`src/rtl/regfile_write_arbiter.sv`:
```
// Round-robin arbiter for the shared register-file write port, with a zero-fill scrub sweep.
// Optional build macro WARB_ZERO_FILTER_EN suppresses granted writes to register index 0.
module regfile_write_arbiter #(
    parameter int unsigned NUM_REQ = 4,
    parameter int unsigned ADDR_W  = 5,
    parameter int unsigned DATA_W  = 32
) (
    input  logic                        clk,
    input  logic                        clr_n,
    input  logic [NUM_REQ-1:0]          req,
    input  logic [NUM_REQ*ADDR_W-1:0]   req_addr,
    input  logic [NUM_REQ*DATA_W-1:0]   req_data,
    output logic [NUM_REQ-1:0]          gnt,
    input  logic                        scrub_start,
    output logic                        scrub_busy,
    output logic                        scrub_done,
    output logic                        wr_en,
    output logic [ADDR_W-1:0]           wr_addr,
    output logic [DATA_W-1:0]           wr_data
);

    localparam int unsigned PTR_W = (NUM_REQ > 1) ? $clog2(NUM_REQ) : 1;
    localparam int unsigned CNT_W = ADDR_W + 1;
    localparam logic [CNT_W-1:0] LAST_CNT = {1'b0, {ADDR_W{1'b1}}};

    typedef enum logic [1:0] {
        ST_IDLE,
        ST_SCRUB,
        ST_DONE
    } state_t;

    state_t             state;
    state_t             state_nxt;
    logic [PTR_W-1:0]   rr_ptr;
    logic [PTR_W-1:0]   gnt_idx;
    logic [PTR_W-1:0]   cand;
    logic               found;
    logic [NUM_REQ-1:0] rr_gnt;
    logic               arb_en;
    logic               xfer;
    logic               wr_keep;
    logic [CNT_W-1:0]   sweep_cnt;
    logic [ADDR_W-1:0]  sel_addr;
    logic [DATA_W-1:0]  sel_data;

    always_ff @(posedge clk) begin
        if (!clr_n) begin
            state <= ST_IDLE;
        end else begin
            state <= state_nxt;
        end
    end

    always_comb begin
        state_nxt = state;
        case (state)
            ST_IDLE:  if (scrub_start) state_nxt = ST_SCRUB;
            ST_SCRUB: if (sweep_cnt == LAST_CNT) state_nxt = ST_DONE;
            ST_DONE:  state_nxt = ST_IDLE;
            default:  state_nxt = ST_IDLE;
        endcase
    end

    // scrub_start in IDLE pre-empts arbitration for that cycle
    always_comb begin
        arb_en     = clr_n && (state == ST_IDLE) && !scrub_start;
        scrub_busy = (state == ST_SCRUB);
        scrub_done = (state == ST_DONE);
        gnt        = arb_en ? rr_gnt : '0;
    end

    // Search starts at rr_ptr and wraps modulo NUM_REQ
    always_comb begin
        rr_gnt  = '0;
        gnt_idx = '0;
        cand    = '0;
        found   = 1'b0;
        for (int unsigned k = 0; k < NUM_REQ; k++) begin
            cand = PTR_W'((32'(rr_ptr) + k) % NUM_REQ);
            if (!found && req[cand]) begin
                rr_gnt[cand] = 1'b1;
                gnt_idx      = cand;
                found        = 1'b1;
            end
        end
    end

    always_comb begin
        sel_addr = '0;
        sel_data = '0;
        for (int unsigned i = 0; i < NUM_REQ; i++) begin
            sel_addr = sel_addr | ({ADDR_W{rr_gnt[i]}} & req_addr[i*ADDR_W +: ADDR_W]);
            sel_data = sel_data | ({DATA_W{rr_gnt[i]}} & req_data[i*DATA_W +: DATA_W]);
        end
    end

    assign xfer = |gnt;

`ifdef WARB_ZERO_FILTER_EN
    assign wr_keep = (sel_addr != '0);
`else
    assign wr_keep = 1'b1;
`endif

    always_ff @(posedge clk) begin
        if (!clr_n) begin
            rr_ptr <= '0;
        end else if (xfer) begin
            rr_ptr <= (gnt_idx == PTR_W'(NUM_REQ - 1)) ? '0 : gnt_idx + 1'b1;
        end
    end

    always_ff @(posedge clk) begin
        if (!clr_n) begin
            sweep_cnt <= '0;
        end else if (state == ST_SCRUB) begin
            sweep_cnt <= sweep_cnt + 1'b1;
        end else begin
            sweep_cnt <= '0;
        end
    end

    // A filtered write still completes the handshake but leaves the port idle
    always_ff @(posedge clk) begin
        if (!clr_n) begin
            wr_en   <= 1'b0;
            wr_addr <= '0;
            wr_data <= '0;
        end else if (state == ST_SCRUB) begin
            wr_en   <= 1'b1;
            wr_addr <= sweep_cnt[ADDR_W-1:0];
            wr_data <= '0;
        end else if (xfer && wr_keep) begin
            wr_en   <= 1'b1;
            wr_addr <= sel_addr;
            wr_data <= sel_data;
        end else begin
            wr_en   <= 1'b0;
        end
    end

endmodule
```
`config.mk`:
```
export PLATFORM = sky130hd
export DESIGN_NAME = regfile_write_arbiter
export DESIGN_NICKNAME = d
export VERILOG_FILES = /design/src/rtl/regfile_write_arbiter.sv
export SDC_FILE = /design/constraint.sdc
export NUM_CORES = 1
export LEC_CHECK = 0
export BUFFER_PORTS_ARGS = -buffer_cell sky130_fd_sc_hd__buf_4
export CORE_MARGIN = 2
export CORE_UTILIZATION = 43
export CTS_CLUSTER_DIAMETER = 80
export CTS_CLUSTER_SIZE = 30
export DETAILED_ROUTE_END_ITERATION = 6
export GPL_TIMING_DRIVEN = 0
export PLACE_DENSITY = 0.89
export SYNTH_ARGS = -nofsm -noshare
export SYNTH_HDL_FRONTEND = slang
export SYNTH_SLANG_ARGS = --single-unit
```
`constraint.sdc`:
```
create_clock -name clk -period 3.85 [get_ports clk]
set_input_delay 0.1925 -clock clk [delete_from_list [all_inputs] [get_ports clk]]
set_output_delay 0.1925 -clock clk [all_outputs]
set_load 0.02 [all_outputs]
```
Word-level counts from Yosys, hierarchy flattened
Index checks and enable logic that the tools add are counted.
{"block": "word_totals", "ff_bits": 48, "in_bits": 155, "output_inout_bits": 44, "word_cells": 98}
{"block": "op_classes", "addsub": 5, "order_cmp": 8, "eq_ne": 6, "muxes": 36, "bitwise": 18, "reduce_logical": 19}
{"cell": "$and A32 B32 Y32", "n": 4}
{"cell": "$or A32 B32 Y32", "n": 3}
{"cell": "$and A5 B5 Y5", "n": 4}
{"cell": "$mux W4", "n": 5}
{"cell": "$or A5 B5 Y5", "n": 3}
{"cell": "$mux W2", "n": 7}
{"cell": "$mux W1", "n": 13}
{"cell": "$lt A2 B3 Y1 const B", "n": 4}
{"cell": "$or A4 B4 Y4", "n": 3}
{"cell": "$mux W5", "n": 2}
{"cell": "$logic_and A1 B1 Y1", "n": 9}
{"cell": "$bmux W1 S2", "n": 4}
{"cell": "$demux W1 S2", "n": 4}
{"cell": "$ge A2 B1 Y1 const B", "n": 4}
{"cell": "$add A6 B1 Y6 const B", "n": 1}
{"cell": "$eq A6 B5 Y1 const B", "n": 1}
{"cell": "$add A2 B1 Y2 const B", "n": 2}
{"cell": "$add A2 B2 Y2 const B", "n": 2}
{"cell": "$eq A2 B2 Y1 const B", "n": 2}
{"cell": "$logic_not A1 Y1", "n": 4}
{"cell": "$pmux W2 S2", "n": 1}
{"cell": "$reduce_and A2 Y1", "n": 2}
{"cell": "$reduce_or A4 Y1", "n": 1}
{"cell": "$eq A2 B1 Y1 const B", "n": 1}
{"cell": "other kinds (6)", "n": 6}

Depth between registers and ports, before layout
{"block": "depth", "ltp_word": 18, "depth_mapped": 13}

Worst setup path after synthesis
OpenSTA, ideal clock, no wires.
{"block": "synth_timing", "path_kind": "flip-flop to flip-flop", "start": "register with a tool-made name", "end": "register wr_data[10]", "setup_ps": 89, "arrival_ps": 3231, "t_required_ps": 3761, "setup_slack_ps": 530, "stages_incl_launch_ff": 12, "path_buffers": 4, "period_less_slack_ps": 3320, "cell_sequence": "dfxtp_1 buf_2 inv_1 ha_1 clkbuf_1 mux4_2 nor4b_4 a221o_1 o41a_1 buf_4 buf_2 a311oi_2"}
{"element": "end signal: assignment", "line": "136", "text": "wr_data <= sel_data;"}
{"element": "end: declaration", "line": "19", "text": "output logic [DATA_W-1:0] wr_data"}

==> summary.md <==
| Metric | Value |
|---|---|
| Setup Viol. Count Final | 0 |
| Synth-to-Final Area Change | 56.0% |
| Total CTS buffers | 5 |
| Die H | 89.0 um |
| Filler cell count | 573 |
| WS Path Type | flop to output port |
| Maximum vdd drop | 0.000192 V |
| Worst R2R End | wr_addr[4]$_SDFFE_PN0P_ |
| Clock buffer depth | 2 |
| MaxCap Viol Count | 0 |
| Vias/cell | 5.80 |
| Sum Neg Setup Slack | 0 ns |
| Routed Antenna Nets | 0 |
| Post-synthesis simple-gate area fraction | 0.141 |
| Yosys warnings | 0 |
| Die width | 89.0 um |
| Cell Rows | 30 |
| DIE AREA | 7920 um^2 |
| Endpoints failing hold | 0 |
| Cell Area, Synth | 3110 um^2 |
| Register clock-pin slew on the reported worst setup and hold paths | 0.09 ns |
| Vias in the first global route | 3,622 |
| Netlist cell types | 43 |
| Clock tree root buffer cell | clkbuf_8 |
| R2R depth | 11 |
| Slew Limit Fails | 0 |
| First-pass GRT wire length | 17,300 um |
| Fmax | 275 MHz |
| Worst-Margin Slew | 0.727 ns |
| H-tree depth | 2 |
| Hold WS | 0.204 ns |
| Core area | 6910 um^2 |
| Area contributors post-synth | dfxtp_1 31%, a22oi_1 15%, a311oi_2 14% |
| Largest family of logic cells by synthesized area | compound AO/OA/AOI/OAI gates |
| IO Port Bufs | 196 |
| CTS tree | done |
| Hold buffers post-CTS | 0 |
| Syn nets | 493 |
| Final std cells w/o fill | 632 |
| Async SR Flop Fraction | 0 |
| Final Wtd Congestion | 0.825 |
| Adder-cell area share of the yosys netlist | 0.0282 |
| DRT Pass-1 Iters | 4 |
| Critical Path AT | 3.45 ns |
| Total wire length | 11,600 um |
| Setup Skew | 0.00575 ns |
| Startpoint types | flop |
| Cell Pwr Density | 342 nW/um^2 |
| WL/cell | 18.3 um |
| Detailed placer's ending HPWL | 9080 um |
| Period utilization | 0.946 |
| Via count | 3,668 |
| Initial drt markers | 177 |
| Main synth FF type | dfxtp_1 |
| Final net count | 697 |
| Hold_sp | req_addr[11] |
| Seq/Total Area, Yosys | 0.309 |
| Critical Path Fanout Max | 10 |
| R2r setup slk | 0.33 ns |
| Clock sinks | 48 |
| Worst min path class | input pin to flop |
| Initial Util | 0.450 |
| Initial antenna violation count | 0 |
| Largest net degree at the start of global routing | 16 |
| Clock period minus worst slack | 3.64 ns |
| Worst setup margin | 0.208 ns |
| Post-place setup slack | -0.206 ns |
| Antenna cells | 0 |
| Compound-Gate Fraction of Synth Area | 0.410 |
| Syn Inst Count | 331 |
| EDFF count, synth | 0 |
| Inst Count DP | 623 |
| Post-synthesis mux area share | 0.0423 |
| Layout cells sized above 1 | 0.494 |
| Nature of the critical path endpoint | output port |
| CP required | 3.66 ns |
| Post-synth top area share | 0.309 |
| WHS Endpoint | wr_addr[1]$_SDFFE_PN0P_ |
| Relative slew slack | 0.515 |
| Post-Syn Area per Cell | 9.39 um^2 |
| Synth area leader | dfxtp_1 |
| DRC | 0 |
| Leakage power | 0.00201 uW |
| Total power | 1660 uW |
| Clock latency reported for the late side of the worst-skew pair | 0.30 ns |
| Unrepaired setup endpoints after global routing | false |
| Total gr overflow | 0 |
| Ports | 199 |
| Status | completed |
| Cells on Worst Hold Path | 3 |
| Post-synthesis xor/xnor area fraction | 0.0113 |
| #FFs+latches synth | 48 |
| GRT Total Usage | 0.276 |
-- layout by cell type (no fill, tap or decap), types with 2 or more instances in the layout --
| master | n |
|---|---|
| buf_4 | 202 |
| a22oi_1 | 64 |
| dfxtp_1 | 47 |
| nor2_1 | 37 |
| a311oi_2 | 30 |
| nand2_1 | 16 |
| clkbuf_1 | 14 |
| buf_2 | 12 |
| nand3_1 | 8 |
| ha_1 | 6 |
| o21ai_0 | 5 |
| and2_1 | 5 |
| a22o_1 | 5 |
| a221oi_1 | 5 |
| nand4_1 | 5 |
| o211ai_1 | 5 |
| clkbuf_8 | 5 |
| inv_1 | 4 |
| mux4_2 | 4 |
| a221o_1 | 4 |
| a21oi_1 | 4 |
| nand2b_1 | 3 |
| clkbuf_4 | 3 |
| mux2i_1 | 3 |
| nor2b_1 | 3 |
| a211oi_1 | 3 |
| xor2_1 | 3 |
| nand4b_1 | 2 |
| o221ai_1 | 2 |
| nand3b_1 | 2 |
| o211a_1 | 2 |
| or4_1 | 2 |
| a21boi_0 | 2 |
| a311oi_1 | 2 |
-- timing repair --
item                                    CTS  global route
pin swaps                                 1             1
setup buffers                             0             2
resized for setup                         3             4
gates cloned                              0             0
endpoints found under the setup margin   42            23
-- through the flow --
step / cell area, um^2 / util
floorplan: 3110 / -
global placement: 4700 / 0.680
detailed placement: 4700 / 0.680
CTS: 4820 / 0.697
global route: 4850 / 0.702
finish: 4850 / 0.702
-- critical path, stage by stage (launching register included) --
cell	delay, ns
dfxtp_2	0.43
clkbuf_4	0.25
inv_1	0.16
ha_4	0.37
mux4_2	0.41
nor4b_4	0.27
buf_4	0.18
a221o_1	0.23
buf_2	0.28
buf_2	0.28
and2_1	0.15
buf_4	0.13
-- kinds of logic (layout without fill, tap and decap cells) --
family	Yosys count	count (layout)
compound gates	137	137
xor+xnor	4	4
fa+ha+maj	7	7
buf+inv	39	244
flops	48	48
mux	8	8
simple gates	88	88
-- layer usage --
metal	share of wire	vias to the layer above	global-route usage
li1	-	1732	-
met3	0.079	23	0.0526
met5	0	-	0
met4	0.024	0	0.106
met2	0.52	168	0.499
met1	0.37	1745	0.323
-- synth_stat cells, types with 4 or more instances --
master	instances
buf_2	15
ha_1	7
dfxtp_1	48
o21ai_0	5
a22oi_1	64
clkbuf_1	15
and2_1	5
nand4_1	5
nand3_1	8
o211ai_1	5
nor2_1	37
a221oi_1	5
a22o_1	5
a311oi_2	30
inv_1	4
a21oi_1	4
nand2_1	16
a221o_1	4
buf_4	4
mux4_2	4
-- cell type report --
cell class              count  area, um^2  area share
clock buffers               5        68.8      0.0142
plain buffers              33         165      0.0341
repair buffers            198        1490       0.307
multi-input cells         244        1980       0.409
inverters                   5        18.8     0.00387
well taps                  96         120      0.0248
flip-flops and latches     48         962       0.198
clock inverters             3        42.5     0.00877
-- worst max path at each step --
stage / startpoint / endpoint / cells after the start
floorplan: flop / wr_data[10]$_SDFFE_PP0P_ / 11
global placement: flop / wr_data[3]$_SDFFE_PP0P_ / 11
detailed placement: flop / wr_data[9]$_SDFFE_PP0P_ / 11
CTS: flop / gnt[2] / 10
global route: flop / gnt[2] / 11
finish: flop / gnt[1] / 11
-- report_power, final --
group	internal [uW]	switching [uW]
clock network	192	175
logic	331	411
registers	528	19.5
-- sequential cells by signal, indices dropped and copies added, names as in the netlist, named ones only --
name,flops
rr_ptr,1
sweep_cnt,6
state,2
wr_addr,5
wr_data,32
wr_en,1
Note: power is estimated with default switching activity, not from simulation.
